==> config.mk <==
export PLATFORM = sky130hd
export DESIGN_NAME = add_serial_seq
export DESIGN_NICKNAME = d
export VERILOG_FILES = /design/src/rtl/add_serial_pkg.sv /design/src/rtl/add_serial_fifo.sv /design/src/rtl/add_serial_seq.sv
export SDC_FILE = /design/constraint.sdc
export NUM_CORES = 1
export LEC_CHECK = 0
export ABC_CLOCK_PERIOD_IN_PS = 3100
export BUFFER_PORTS_ARGS = -buffer_cell sky130_fd_sc_hd__buf_2
export CAP_MARGIN = 25
export CORE_MARGIN = 1.5
export CORE_UTILIZATION = 54
export CTS_CLUSTER_SIZE = 12
export DETAILED_ROUTE_END_ITERATION = 10
export GPL_TIMING_DRIVEN = 0
export PLACE_DENSITY = 0.87
export RECOVER_POWER = 50
export SYNTH_ARGS = -nofsm -noshare
export SYNTH_HDL_FRONTEND = slang
export SYNTH_SLANG_ARGS = --single-unit
==> constraint.sdc <==
create_clock -name clk -period 3.1 [get_ports clk]
set_input_delay 0 -clock clk [delete_from_list [all_inputs] [get_ports clk]]
set_output_delay 0 -clock clk [all_outputs]
set_load 0.05 [all_outputs]
==> src/rtl/add_serial_pkg.sv <==
// Shared types and default sizing for the serial-adder operand sequencer.
package add_serial_pkg;

  localparam int DEF_WIDTH      = 8;
  localparam int DEF_ADD_LAT    = 10;
  localparam int DEF_EN_CYCLES  = 2;
  localparam int DEF_FIFO_DEPTH = 2;
  localparam int DEF_TAG_W      = 3;

  typedef enum logic [1:0] {
    S_IDLE,
    S_EN,
    S_WAIT,
    S_CAPT
  } state_e;

  // Job record layout at the default sizes; the top packs the same fields at its own widths.
  typedef struct packed {
    logic [DEF_TAG_W-1:0] tag;
    logic [DEF_WIDTH-1:0] a;
    logic [DEF_WIDTH-1:0] b;
  } job_t;

endpackage

==> src/rtl/add_serial_fifo.sv <==
// Small synchronous FIFO with async reset; head entry is visible on rd_data whenever non-empty.
module add_serial_fifo
  import add_serial_pkg::*;
#(
  parameter int DATA_W = 8,
  parameter int DEPTH  = 2
) (
  input  logic                       clk,
  input  logic                       rst,
  input  logic                       push,
  input  logic                       pop,
  input  logic [DATA_W-1:0]          wr_data,
  output logic [DATA_W-1:0]          rd_data,
  output logic                       full,
  output logic                       empty,
  output logic [$clog2(DEPTH+1)-1:0] count
);

  localparam int PTR_W = $clog2(DEPTH);
  localparam int CNT_W = $clog2(DEPTH + 1);

  logic [DATA_W-1:0] mem_q [DEPTH];
  logic [DATA_W-1:0] mem_d [DEPTH];
  logic [PTR_W-1:0]  wr_ptr_q, wr_ptr_d;
  logic [PTR_W-1:0]  rd_ptr_q, rd_ptr_d;
  logic [CNT_W-1:0]  count_q, count_d;
  logic              do_push, do_pop;

  assign full    = (count_q == CNT_W'(DEPTH));
  assign empty   = (count_q == '0);
  assign count   = count_q;
  assign rd_data = mem_q[rd_ptr_q];
  assign do_push = push && !full;
  assign do_pop  = pop && !empty;

  always_comb begin
    mem_d    = mem_q;
    wr_ptr_d = wr_ptr_q;
    rd_ptr_d = rd_ptr_q;
    count_d  = count_q;
    if (do_push) begin
      mem_d[wr_ptr_q] = wr_data;
      wr_ptr_d        = wr_ptr_q + PTR_W'(1);
    end
    if (do_pop) begin
      rd_ptr_d = rd_ptr_q + PTR_W'(1);
    end
    case ({do_push, do_pop})
      2'b10:   count_d = count_q + CNT_W'(1);
      2'b01:   count_d = count_q - CNT_W'(1);
      default: count_d = count_q;
    endcase
  end

  always_ff @(posedge clk or posedge rst) begin
    if (rst) begin
      for (int i = 0; i < DEPTH; i++) begin
        mem_q[i] <= '0;
      end
      wr_ptr_q <= '0;
      rd_ptr_q <= '0;
      count_q  <= '0;
    end else begin
      mem_q    <= mem_d;
      wr_ptr_q <= wr_ptr_d;
      rd_ptr_q <= rd_ptr_d;
      count_q  <= count_d;
    end
  end

endmodule

==> src/rtl/add_serial_seq.sv <==
// Operand sequencer / result collector wrapped around an external serial adder.
// Operands queue in a FIFO, are held on add_a/add_b for a whole add, and the sum is captured after ADD_LAT.
module add_serial_seq
  import add_serial_pkg::*;
#(
  parameter int WIDTH      = DEF_WIDTH,
  parameter int ADD_LAT    = DEF_ADD_LAT,
  parameter int EN_CYCLES  = DEF_EN_CYCLES,
  parameter int FIFO_DEPTH = DEF_FIFO_DEPTH,
  parameter int TAG_W      = DEF_TAG_W
) (
  input  logic             clk,
  input  logic             rst,
  input  logic             in_valid,
  output logic             in_ready,
  input  logic [WIDTH-1:0] in_a,
  input  logic [WIDTH-1:0] in_b,
  output logic             add_en,
  output logic [WIDTH-1:0] add_a,
  output logic [WIDTH-1:0] add_b,
  input  logic [WIDTH-1:0] add_out,
  output logic             res_valid,
  input  logic             res_ready,
  output logic [WIDTH-1:0] res_sum,
  output logic [TAG_W-1:0] res_tag,
  output logic             busy
);

  localparam int CNT_W  = $clog2(ADD_LAT + 1);
  localparam int JOB_W  = TAG_W + 2 * WIDTH;
  localparam int FCNT_W = $clog2(FIFO_DEPTH + 1);
  localparam logic [CNT_W-1:0] EN_LAST   = CNT_W'(EN_CYCLES - 1);
  localparam logic [CNT_W-1:0] WAIT_LAST = CNT_W'(ADD_LAT - 1);

  state_e            state_q, state_d;
  logic [CNT_W-1:0]  cnt_q, cnt_d;
  logic [WIDTH-1:0]  add_a_q, add_a_d;
  logic [WIDTH-1:0]  add_b_q, add_b_d;
  logic [TAG_W-1:0]  job_tag_q, job_tag_d;
  logic [TAG_W-1:0]  in_tag_q, in_tag_d;
  logic              res_valid_q, res_valid_d;
  logic [WIDTH-1:0]  res_sum_q, res_sum_d;
  logic [TAG_W-1:0]  res_tag_q, res_tag_d;

  logic              fifo_full, fifo_empty;
  logic [FCNT_W-1:0] fifo_count;
  logic [JOB_W-1:0]  fifo_wr, fifo_rd;
  logic              push, pop, reload;

  assign in_ready = !fifo_full;
  assign push     = in_valid && !fifo_full;
  assign fifo_wr  = {in_tag_q, in_a, in_b};

  add_serial_fifo #(
    .DATA_W (JOB_W),
    .DEPTH  (FIFO_DEPTH)
  ) u_fifo (
    .clk     (clk),
    .rst     (rst),
    .push    (push),
    .pop     (pop),
    .wr_data (fifo_wr),
    .rd_data (fifo_rd),
    .full    (fifo_full),
    .empty   (fifo_empty),
    .count   (fifo_count)
  );

  always_comb begin
    state_d     = state_q;
    cnt_d       = cnt_q;
    add_a_d     = add_a_q;
    add_b_d     = add_b_q;
    job_tag_d   = job_tag_q;
    res_sum_d   = res_sum_q;
    res_tag_d   = res_tag_q;
    res_valid_d = res_valid_q;
    in_tag_d    = push ? in_tag_q + TAG_W'(1) : in_tag_q;
    pop         = 1'b0;
    reload      = 1'b0;

    case (state_q)
      S_IDLE: begin
        if (!fifo_empty) begin
          pop                              = 1'b1;
          {job_tag_d, add_a_d, add_b_d}    = fifo_rd;
          cnt_d                            = '0;
          state_d                          = S_EN;
        end
      end
      S_EN: begin
        cnt_d = cnt_q + CNT_W'(1);
        if (cnt_q == EN_LAST) state_d = S_WAIT;
      end
      S_WAIT: begin
        cnt_d = cnt_q + CNT_W'(1);
        if (cnt_q == WAIT_LAST) state_d = S_CAPT;
      end
      S_CAPT: begin
        // Stall here with operands held until the result register can take the sum.
        if (!res_valid_q || res_ready) begin
          reload    = 1'b1;
          res_sum_d = add_out;
          res_tag_d = job_tag_q;
          state_d   = S_IDLE;
        end
      end
      default: state_d = S_IDLE;
    endcase

    if (reload) begin
      res_valid_d = 1'b1;
    end else if (res_ready) begin
      res_valid_d = 1'b0;
    end
  end

  always_ff @(posedge clk or posedge rst) begin
    if (rst) begin
      state_q     <= S_IDLE;
      cnt_q       <= '0;
      add_a_q     <= '0;
      add_b_q     <= '0;
      job_tag_q   <= '0;
      in_tag_q    <= '0;
      res_valid_q <= 1'b0;
      res_sum_q   <= '0;
      res_tag_q   <= '0;
    end else begin
      state_q     <= state_d;
      cnt_q       <= cnt_d;
      add_a_q     <= add_a_d;
      add_b_q     <= add_b_d;
      job_tag_q   <= job_tag_d;
      in_tag_q    <= in_tag_d;
      res_valid_q <= res_valid_d;
      res_sum_q   <= res_sum_d;
      res_tag_q   <= res_tag_d;
    end
  end

  assign add_en    = (state_q == S_EN);
  assign add_a     = add_a_q;
  assign add_b     = add_b_q;
  assign res_valid = res_valid_q;
  assign res_sum   = res_sum_q;
  assign res_tag   = res_tag_q;
  assign busy      = (state_q != S_IDLE) || (fifo_count != '0);

endmodule

* Yosys cells after proc, flatten, opt, wreduce, memory -nomap -nowiden
Index checks and enable logic that the tools add are counted.
** Cells by class
- Multiplexer cells :: 20
- Reduce and logical (&&, ||, !) cells :: 21
- $add $sub $neg :: 6
- Bitwise operators :: 3
- Eq/ne operators :: 12
- $lt $le $gt $ge :: 3
** Operator list (number)
- 19-bit two-way mux :: 4
- 38-bit bitwise mux :: 1
- 19-bit demux with 1-bit select :: 1
- 2-bit nonzero test :: 5
- 2-bit equality test (second input constant) :: 4
- 2-bit two-way mux :: 4
- 2-bit one-hot mux with 4 select lines :: 1
- 4-bit one-hot mux with 2 select lines :: 1
- 1-bit two-way mux :: 6
- 2-bit != test (second input constant) :: 3
- 2-bit AND reduction :: 3
- 4-bit by 1-bit adder with 4-bit output (second input constant) :: 1
- 2-bit by 1-bit equality test with 1-bit output (second input constant) :: 2
- 4-bit by 1-bit equality test with 1-bit output (second input constant) :: 1
- 4-bit equality test (second input constant) :: 1
- 2-bit >= comparator (second input constant) :: 2
- 1-bit logical AND :: 4
- 2-bit zero test :: 2
- 4-bit two-way mux :: 1
- 1-bit inverter with 2-bit output :: 2
- 2-bit one-hot mux with 2 select lines :: 1
- 4-bit AND reduction :: 1
- 3-bit by 1-bit adder with 3-bit output (second input constant) :: 1
- 1-bit zero test :: 3
- other kinds (8) :: 10
** Storage, ports and cells
- Register bits :: 82
- Word-level logic and storage cells :: 79
- Input bits :: 28
- Output and inout port bits :: 31

* Logic depth before layout (Yosys ltp)
Gate-level depths: netlist of run 1.
- Word-level depth :: 6
- Mapped depth :: 9
- Mapped depth without buffers :: 8

* By module
From an unflattened synthesis of run 1, not the netlist that was laid out.
** Unflattened totals
- Cell total of the unflattened synthesis :: 245
- Area total of the unflattened synthesis :: 3669.8 µm²
** Modules (own cells, without submodules)
- add_serial_fifo :: seq. area each 1051.0 µm², cells an instance 120, area each 1921.8 µm², instances 1
- add_serial_seq :: seq. area each 1001.0 µm², cells an instance 125, area each 1747.9 µm², instances 1

* Worst setup path before layout of run 1
No wires, ideal clock.
- Kind :: reg2reg
- Start point :: register state_q[0]
- End point :: register u_fifo.count_q[1] (netlist: u_fifo.count[1])
- Required time :: 3.021 ns
- Cell stages (with the launch flop) :: 9
- Period minus slack after synthesis :: 1.817 ns
- Path buffers :: 1
- Setup time :: 0.079 ns
- Arrival :: 1.738 ns
- Slack :: 1.283 ns
- Path through :: dfrtp_1 > inv_1 > ha_1 > o21ai_0 > clkbuf_1 > inv_1 > ha_1 > nor2_1 > xor2_1
** Between the ends
- Word-level cells in the longest chain between the ends :: 5
- Elaborated cells on any way between the ends :: 7
- Classes of those cells :: eq/ne: 2; mux: 2; reduce/logical: 3
** Ends and longest elaborated chain
- start, declared :: line add_serial_seq.sv:35 : state_e state_q, state_d;
- start signal, assigned :: line add_serial_seq.sv:130 : state_q <= state_d;
- 2-bit zero test (*) :: line add_serial_seq.sv:82 : case (state_q)
- 1-bit two-way mux (*) :: line add_serial_seq.sv:82
- via pop :: line add_serial_seq.sv:48 : logic push, pop, reload;
- 1-bit logical AND (*) :: line add_serial_fifo.sv:34 : assign do_pop = pop && !empty;
- 2-bit by 1-bit equality test with 1-bit output or 2-bit equality test (tied branches) :: line add_serial_fifo.sv:48 : case ({do_push, do_pop})
- 2-bit one-hot mux with 2 select lines or 2-bit nonzero test (tied branches)
- end signal, assigned :: line add_serial_fifo.sv:67 : count_q <= count_d;
- end, declared :: line add_serial_fifo.sv:26 : logic [CNT_W-1:0] count_q, count_d;
The timed path passes the listed nets; every way through them passes the cells marked *.
A chain may end at the register's enable or synchronous reset.

* Worst setup path after layout of run 1
- Start point :: register state_q[1]
- End point :: register u_fifo.count_q[1] (netlist: u_fifo.count[1])
The elaborated chain is that of the path after synthesis.

==> results of run 1 <==
per-layer routing:
metal,track usage [%],vias to the layer above
met5,0,-
met4,11.4,0
met3,4.62,15
met2,35.9,53
met1,26.3,1197
li1,-,1107
path summary, 6_finish.rpt:
check                                    to  slack, ps  startpoint  cells past startpoint
hold / removal             u_fifo.mem_q[14]        180         rst                      3
min in group clk                 res_sum[0]        410  add_out[0]                      3
hold reg to reg                    add_a[5]        480    add_a[5]                      2
max in group asynchronous          cnt_q[0]        930         rst                      4
setup reg to reg            u_fifo.count[1]        920  state_q[1]                      8
setup / recovery            u_fifo.count[1]        920  state_q[1]                      8
area by class of cell:
type                    count  area (um^2)
well taps                  77         96.3
inverters                   9         35.0
fillers                   436         1960
multi-input cells         161         1450
flip-flops and latches     82         2050
clock buffers              11          141
plain buffers              10         70.1
repair buffers             86          548
clock inverters             5         40.0
registers in the layout, summed over array words and instances (netlist names), 3 cells and up:
register,count
cnt_q,4
in_tag_q,3
res_sum,8
res_tag,3
add_b,8
add_a,8
u_fifo.mem_q,38
job_tag_q,3
cells by family (layout without fill, tap and decap cells):
| family | Yosys count | in the layout | share of synthesized area [%] |
|---|---|---|---|
| multiplexers | 69 | 69 | 23.0 |
| flip-flops | 82 | 82 | 56.9 |
| XOR/XNOR | 7 | 7 | 1.70 |
| AO/OA/AOI/OAI | 35 | 35 | 5.80 |
| AND/OR/NAND/NOR | 41 | 41 | 6.56 |
| adder cells (fa/ha/maj) | 9 | 9 | 3.13 |
| buffers and inverters | 19 | 121 | 2.88 |
report_power, final:
part	switching, W	internal, W
Sequential	0.000344	0.00163
Clock	0.000387	0.000315
Combinational	0.00156	0.00106
Total	0.00229	0.00300
cells in the mapped netlist (2+ instances only):
cell      number  area [um^2]
nand2b_1       4         25.0
mux2i_1       19          190
nand2_1       24         90.1
and3b_1        2         17.5
ha_1           9          113
o21ai_0       27          135
o32a_1         2         20.0
dfrtp_1       82         2050
clkbuf_1       6         22.5
mux2_2        30          338
xnor2_1        6         52.6
nor2_1         2         7.51
inv_1          8         30.0
buf_6          2         22.5
mux2_4        20          300
nand3_1        2         10.0
timing repair:
item | 4_1_cts | 5_1_grt
hold buffers | 27 | 0
endpoints found under the setup margin | 0 | 0
endpoints found under the hold margin | 124 | 0
worst max-delay path, delay by kind of cell, from the launching register on:
family                     cells  cell delay [ps]
and+or+nand+nor                1              140
buffers and inverters          3              650
adders and majority gates      2              550
xor gates and xnor gates       1              150
DFF                            1              430
AOI/OAI and AO/OA              1              190
metrics by stage:
| stage | hold slack, ps | setup slack (ps) | cell area, um^2 |
|---|---|---|---|
| floorplan | 149 | 992 | 3600 |
| global placement | 235 | 187 | 3990 |
| detailed placement | -73.2 | 941 | 4020 |
| CTS | 89.2 | 916 | 4470 |
| global route | 226 | 470 | 4430 |
| finish | 179 | 923 | 4430 |
==> out/qor.txt, run 1 <==
Leak: 2.12 nW
ANT nets after route: 0
Yosys warnings: 0
Cell Area, Synth: 3600 um^2
Area growth, synth to finish: 23.0%
Cells after Synth: 262
CTS clk-pin slew, worst paths: 90 ps
Ports: 59
Max Slew Vio Count: 72
Top Metal Used: met4
Final min period: 2180 ps
outcome: finished with violations
largest net degree at the start of global routing: 72
1st-pass router iterations: 4
setup bufs post-CTS: 0
routed via count: 2372
Mean Syn Cell Area: 13.8 um^2
Root Buffer: clkbuf_8
post-synth cell types: 33
startpoint types: flop
total power: 0.00529 W
Post-Layout Cell Count: 441
met1 wire length: 2980 um
initial antenna violation count: 0
Core Region: 6390 um^2
max-cap viol count: 1
Final Hold Fails: 0
final worst path period share: 70.2%
ys async rst share: 100%
DRC viols: 0
I/O Buffers: 58
CP max stage delay: 440 ps
cts repair resizes: 0
syn_nets: 299
Setup TNS Final: 0 ps
worst slew pin tran: 1700 ps
Longest Clk Path Bufs: 2
First DRT Iteration DRCs: 126
met2 WL: 3490 um
number of synthesized register bits: 82
vias in the first global route: 2547
Slew headroom: -13.3%
failing checks: capacitance limit, slew limit
crit-path cells: inv_1 -> ha_1 -> o21ai_0 -> clkbuf_1 -> inv_1 -> ha_1 -> nor2_1 -> xor2_1
final core occ: 69.4%
routed wire length: 6920 um
H-tree depth: 3
Via density: 5.38
post-detail-place hpwl: 4430 um
Die Span Y: 84.7 um
post-synthesis sequential area ratio: 56.9%
RSZ-0062 raised after global routing: no
EDFF count, synth: 0
Global Route Usage Sum: 21.5%
Critical Path Sink Type: flop
gp weighted congestion: 0.750
fmax: 459 MHz
share of layout cells above drive strength 1: 33.0%
most frequent cells in the layout: dfrtp_1 (82), buf_2 (45), mux2_2 (30)
Slowest-stage cell, CP: clkbuf_1
Clock Latency Late Sink: 360 ps
most common cell after layout, fill and taps aside: dfrtp_1
placed cells: 398
hold crit path type: in -> async
Num CTS Buffers: 9
Arr. time, crit path: 2450 ps
Initial Utilization: 56.4%
Core Rows: 29
GRT overflow: 0
clk sink count: 82
WL/cell: 15.7 um
required time worst endpoint: 3380 ps
Clock Skews: 12.5 ps
fin nets: 396
crit-path max FO: 10
Final Setup Violations: 0
first-pass GRT wire length: 11900 um
met3 WL post-DR: 269 um
CTS tree: done
DIE AREA: 7170 um^2
antenna diode count: 0
Worst VDD drop: 0.000797 V
Setup CP Type: reg -> reg
total power density per cell area: 1190 nW/um^2
Most used DFF post-synth: dfrtp_1
die width: 84.7 um
No activity file was read; power rests on OpenSTA's default activity.
==> run 2, diff against run 1 <==
- ABC_AREA: not set -> 1
- ABC_CLOCK_PERIOD_IN_PS: 3100 -> 2100
- clock period: 3.1 -> 2.1 ns (I/O delays scaled with it)
==> out/qor.txt, run 2 <==
most frequent cells in the layout: nand2_1 (113), dfrtp_1 (82), o21ai_0 (67)
most common cell after layout, fill and taps aside: nand2_1
Final Setup Violations: 0 (unchanged)
final worst path period share: 89.8% (+20 points)
Worst VDD drop: 0.000959 V (+20%)
Clock Latency Late Sink: 350 ps (about the same)
FF-to-FF End: u_fifo.count[1]
Area growth, synth to finish: 24.3%
first-pass GRT wire length: 13500 um (+13%)
First DRT Iteration DRCs: 204 (+62%)
required time worst endpoint: 2340 ps (-1040 ps)
Ports: 59 (unchanged)
Multi-input gate area: 1180 um^2 (-19%)
H-tree depth: 3 (unchanged)
fin nets: 527 (+33%)
Longest Clk Path Bufs: 2 (unchanged)
number of synthesized register bits: 82 (unchanged)
crit-path max FO: 9 (-1)
setup bufs post-CTS: 0 (unchanged)
Post-Layout Cell Count: 571 (+29%)
gp weighted congestion: 0.770 (+2.7%)
Root Buffer: clkbuf_8
Mean Syn Cell Area: 9.03 um^2 (-34%)
Most flops, register: u_fifo.mem_q
Setup TNS Final: 0 ps (unchanged)
Critical Path Sink Type: flop
routed wire length: 8110 um (+17%)
Clock Skews: 13.0 ps (+0.577 ps)
post-detail-place hpwl: 4950 um (+12%)
vias in the first global route: 3043 (+19%)
Core Region: 6350 um^2 (-0.57%)
hold crit path type: in -> reg
cell with the most instances after synthesis: nand2_1
Leak: 2.25 nW (+5.7%)
CTS clk-pin slew, worst paths: 90 ps (about the same)
syn_nets: 430 (+44%)
post-synthesis sequential area ratio: 57.8% (+0.90 points)
Final min period: 1890 ps (-291 ps)
GRT overflow: 0 (unchanged)
post-synth cell types: 25 (-24%)
Max Slew Vio Count: 0 (-100%)
WL/cell: 14.2 um (-9.4%)
worst slew pin tran: 1040 ps (-660 ps)
Cells after Synth: 393 (+50%)
startpoint types: flop
Cell Area, Synth: 3550 um^2 (-1.6%)
Reg area: 2050 um^2 (unchanged)
Synth area leaders: dfrtp_1 (58%), nand2_1 (12%), o21ai_0 (9.5%)
Setup CP Type: reg -> reg
Most used DFF post-synth: dfrtp_1
Core Rows: 29 (unchanged)
Global Route Usage Sum: 24.3% (+2.7 points)
CTS tree: done
Hold WS: 154 ps (-24.9 ps)
Slew headroom: 30.3% (+44 points)
antenna diode count: 0 (unchanged)
CP max stage delay: 450 ps (about the same)
EDFF count, synth: 0 (unchanged)
fmax: 530 MHz (+15%)
die width: 84.1 um (-0.76%)
crit-path cells: inv_1 -> ha_1 -> inv_1 -> nor2_4 -> ha_1 -> a21oi_1 -> o21ai_0 -> xnor2_1
R2R Setup Slk: 210 ps (-710 ps)
max-cap viol count: 0 (-1)
share of layout cells above drive strength 1: 13.2% (-20 points)
DIE AREA: 7060 um^2 (-1.5%)
largest net degree at the start of global routing: 34 (-53%)
Die Span Y: 84.1 um (-0.76%)
final core occ: 69.4% (about the same)
Final Hold Fails: 0 (unchanged)
Crit Reg-Reg Startpoint: state_q[0]
I/O Buffers: 58 (unchanged)
ANT nets after route: 0 (unchanged)
worst hold endpoint: res_valid
placed cells: 530 (+33%)
Arr. time, crit path: 2120 ps (-330 ps)
Num CTS Buffers: 9 (unchanged)
Hold Crit Depth: 4
initial antenna violation count: 0 (unchanged)
share of the synthesized area in the top cell type: 57.8% (+0.90 points)
total power density per cell area: 1740 nW/um^2 (+46%)
routed via count: 2991 (+26%)
max FFs per register: 38 (unchanged)
# fillers: 473 (+8.5%)
cell accounting for the most synthesized area: dfrtp_1
outcome: complete, no violations
DRC viols: 0 (unchanged)
Slowest-stage cell, CP: dfrtp_1
ys async rst share: 100% (unchanged)
RSZ-0062 raised after global routing: no
R2R depth: 8 (unchanged)
Via density: 5.24 (-2.6%)
1st-pass router iterations: 5 (+1)
Initial Utilization: 55.9% (-0.56 points)
clk sink count: 82 (unchanged)
min-delay src: res_ready
Synth top cells by count: nand2_1 (112), dfrtp_1 (82), o21ai_0 (67)
Yosys warnings: 0 (unchanged)
run 2: changes by cell type in the layout (fill, tap and decap cells not counted), moves of 4 or more:
cell	change
xnor2_1	-4
nand3_1	+13
inv_1	+46
o21ai_0	+40
o21ai_1	+14
mux2_4	-20
nand2b_1	-4
nand2_1	+89
clkbuf_1	+13
mux2_2	-30
buf_2	-8
mux2i_1	-19
run 2: worst max-delay path: cells and delay by family, from the launching register on:
family | cells | cell delay, ps
fa+ha+maj | 2 | 510
simple gates | 1 | 220
compound gates | 2 | 260
xor+xnor | 1 | 140
flops | 1 | 450
buf+inv | 2 | 220
run 2: layout make-up:
type | count | area share [%]
Tap cell | 77 | 2.19
Clock buffer | 10 | 2.89
Timing Repair Buffer | 86 | 12.3
Sequential cell | 82 | 46.5
Multi-Input combinational cell | 240 | 26.7
Clock inverter | 5 | 2.36
Buffer | 17 | 2.44
Inverter | 54 | 4.63
run 2: kinds of logic after synthesis:
family,share of synthesized area [%]
compound gates,12.7
xor+xnor,1.23
fa+ha+maj,3.17
buf+inv,8.75
flops,57.8
simple gates,16.3
run 2: how the worst max path moves through the flow:
stage                           from         endpoint  depth (start not counted)
final                     state_q[0]  u_fifo.count[1]                          8
after global routing      state_q[0]  u_fifo.count[1]                          8
after CTS                 state_q[0]  u_fifo.count[1]                          8
after detailed placement  state_q[0]  u_fifo.count[1]                          8
after global placement    state_q[0]  u_fifo.count[1]                          8
after floorplan           state_q[0]         cnt_q[1]                          6
run 2: layer usage:
layer	vias up	global-route usage, %	share of wire (%)
met5	-	0	0
met4	0	10.4	2.0
met3	14	4.65	4.6
met2	86	42.1	52
met1	1448	29.5	42
li1	1443	-	-
run 2: metrics by stage:
step / total power [W] / setup slack [ps] / cell area [um^2]
after global placement: 0.00613 / 349 / 3940
after global routing: 0.00819 / 72.0 / 4410
after detailed placement: 0.00631 / 260 / 3980
after floorplan: 0.00544 / 446 / 3550
after CTS: 0.00771 / 237 / 4470
final: 0.00767 / 214 / 4410
run 2: where the power goes:
part / switching (W) / internal, W
combinational: 0.00253 / 0.00101
sequential: 0.000451 / 0.00234
clock: 0.000550 / 0.000784
total: 0.00354 / 0.00413
run 2: repair_timing:
| action | 4_1_cts | 5_1_grt |
|---|---|---|
| hold endpoints to repair | 65 | 0 |
| hold buffers | 26 | 0 |
| gates resized for setup | 0 | 0 |
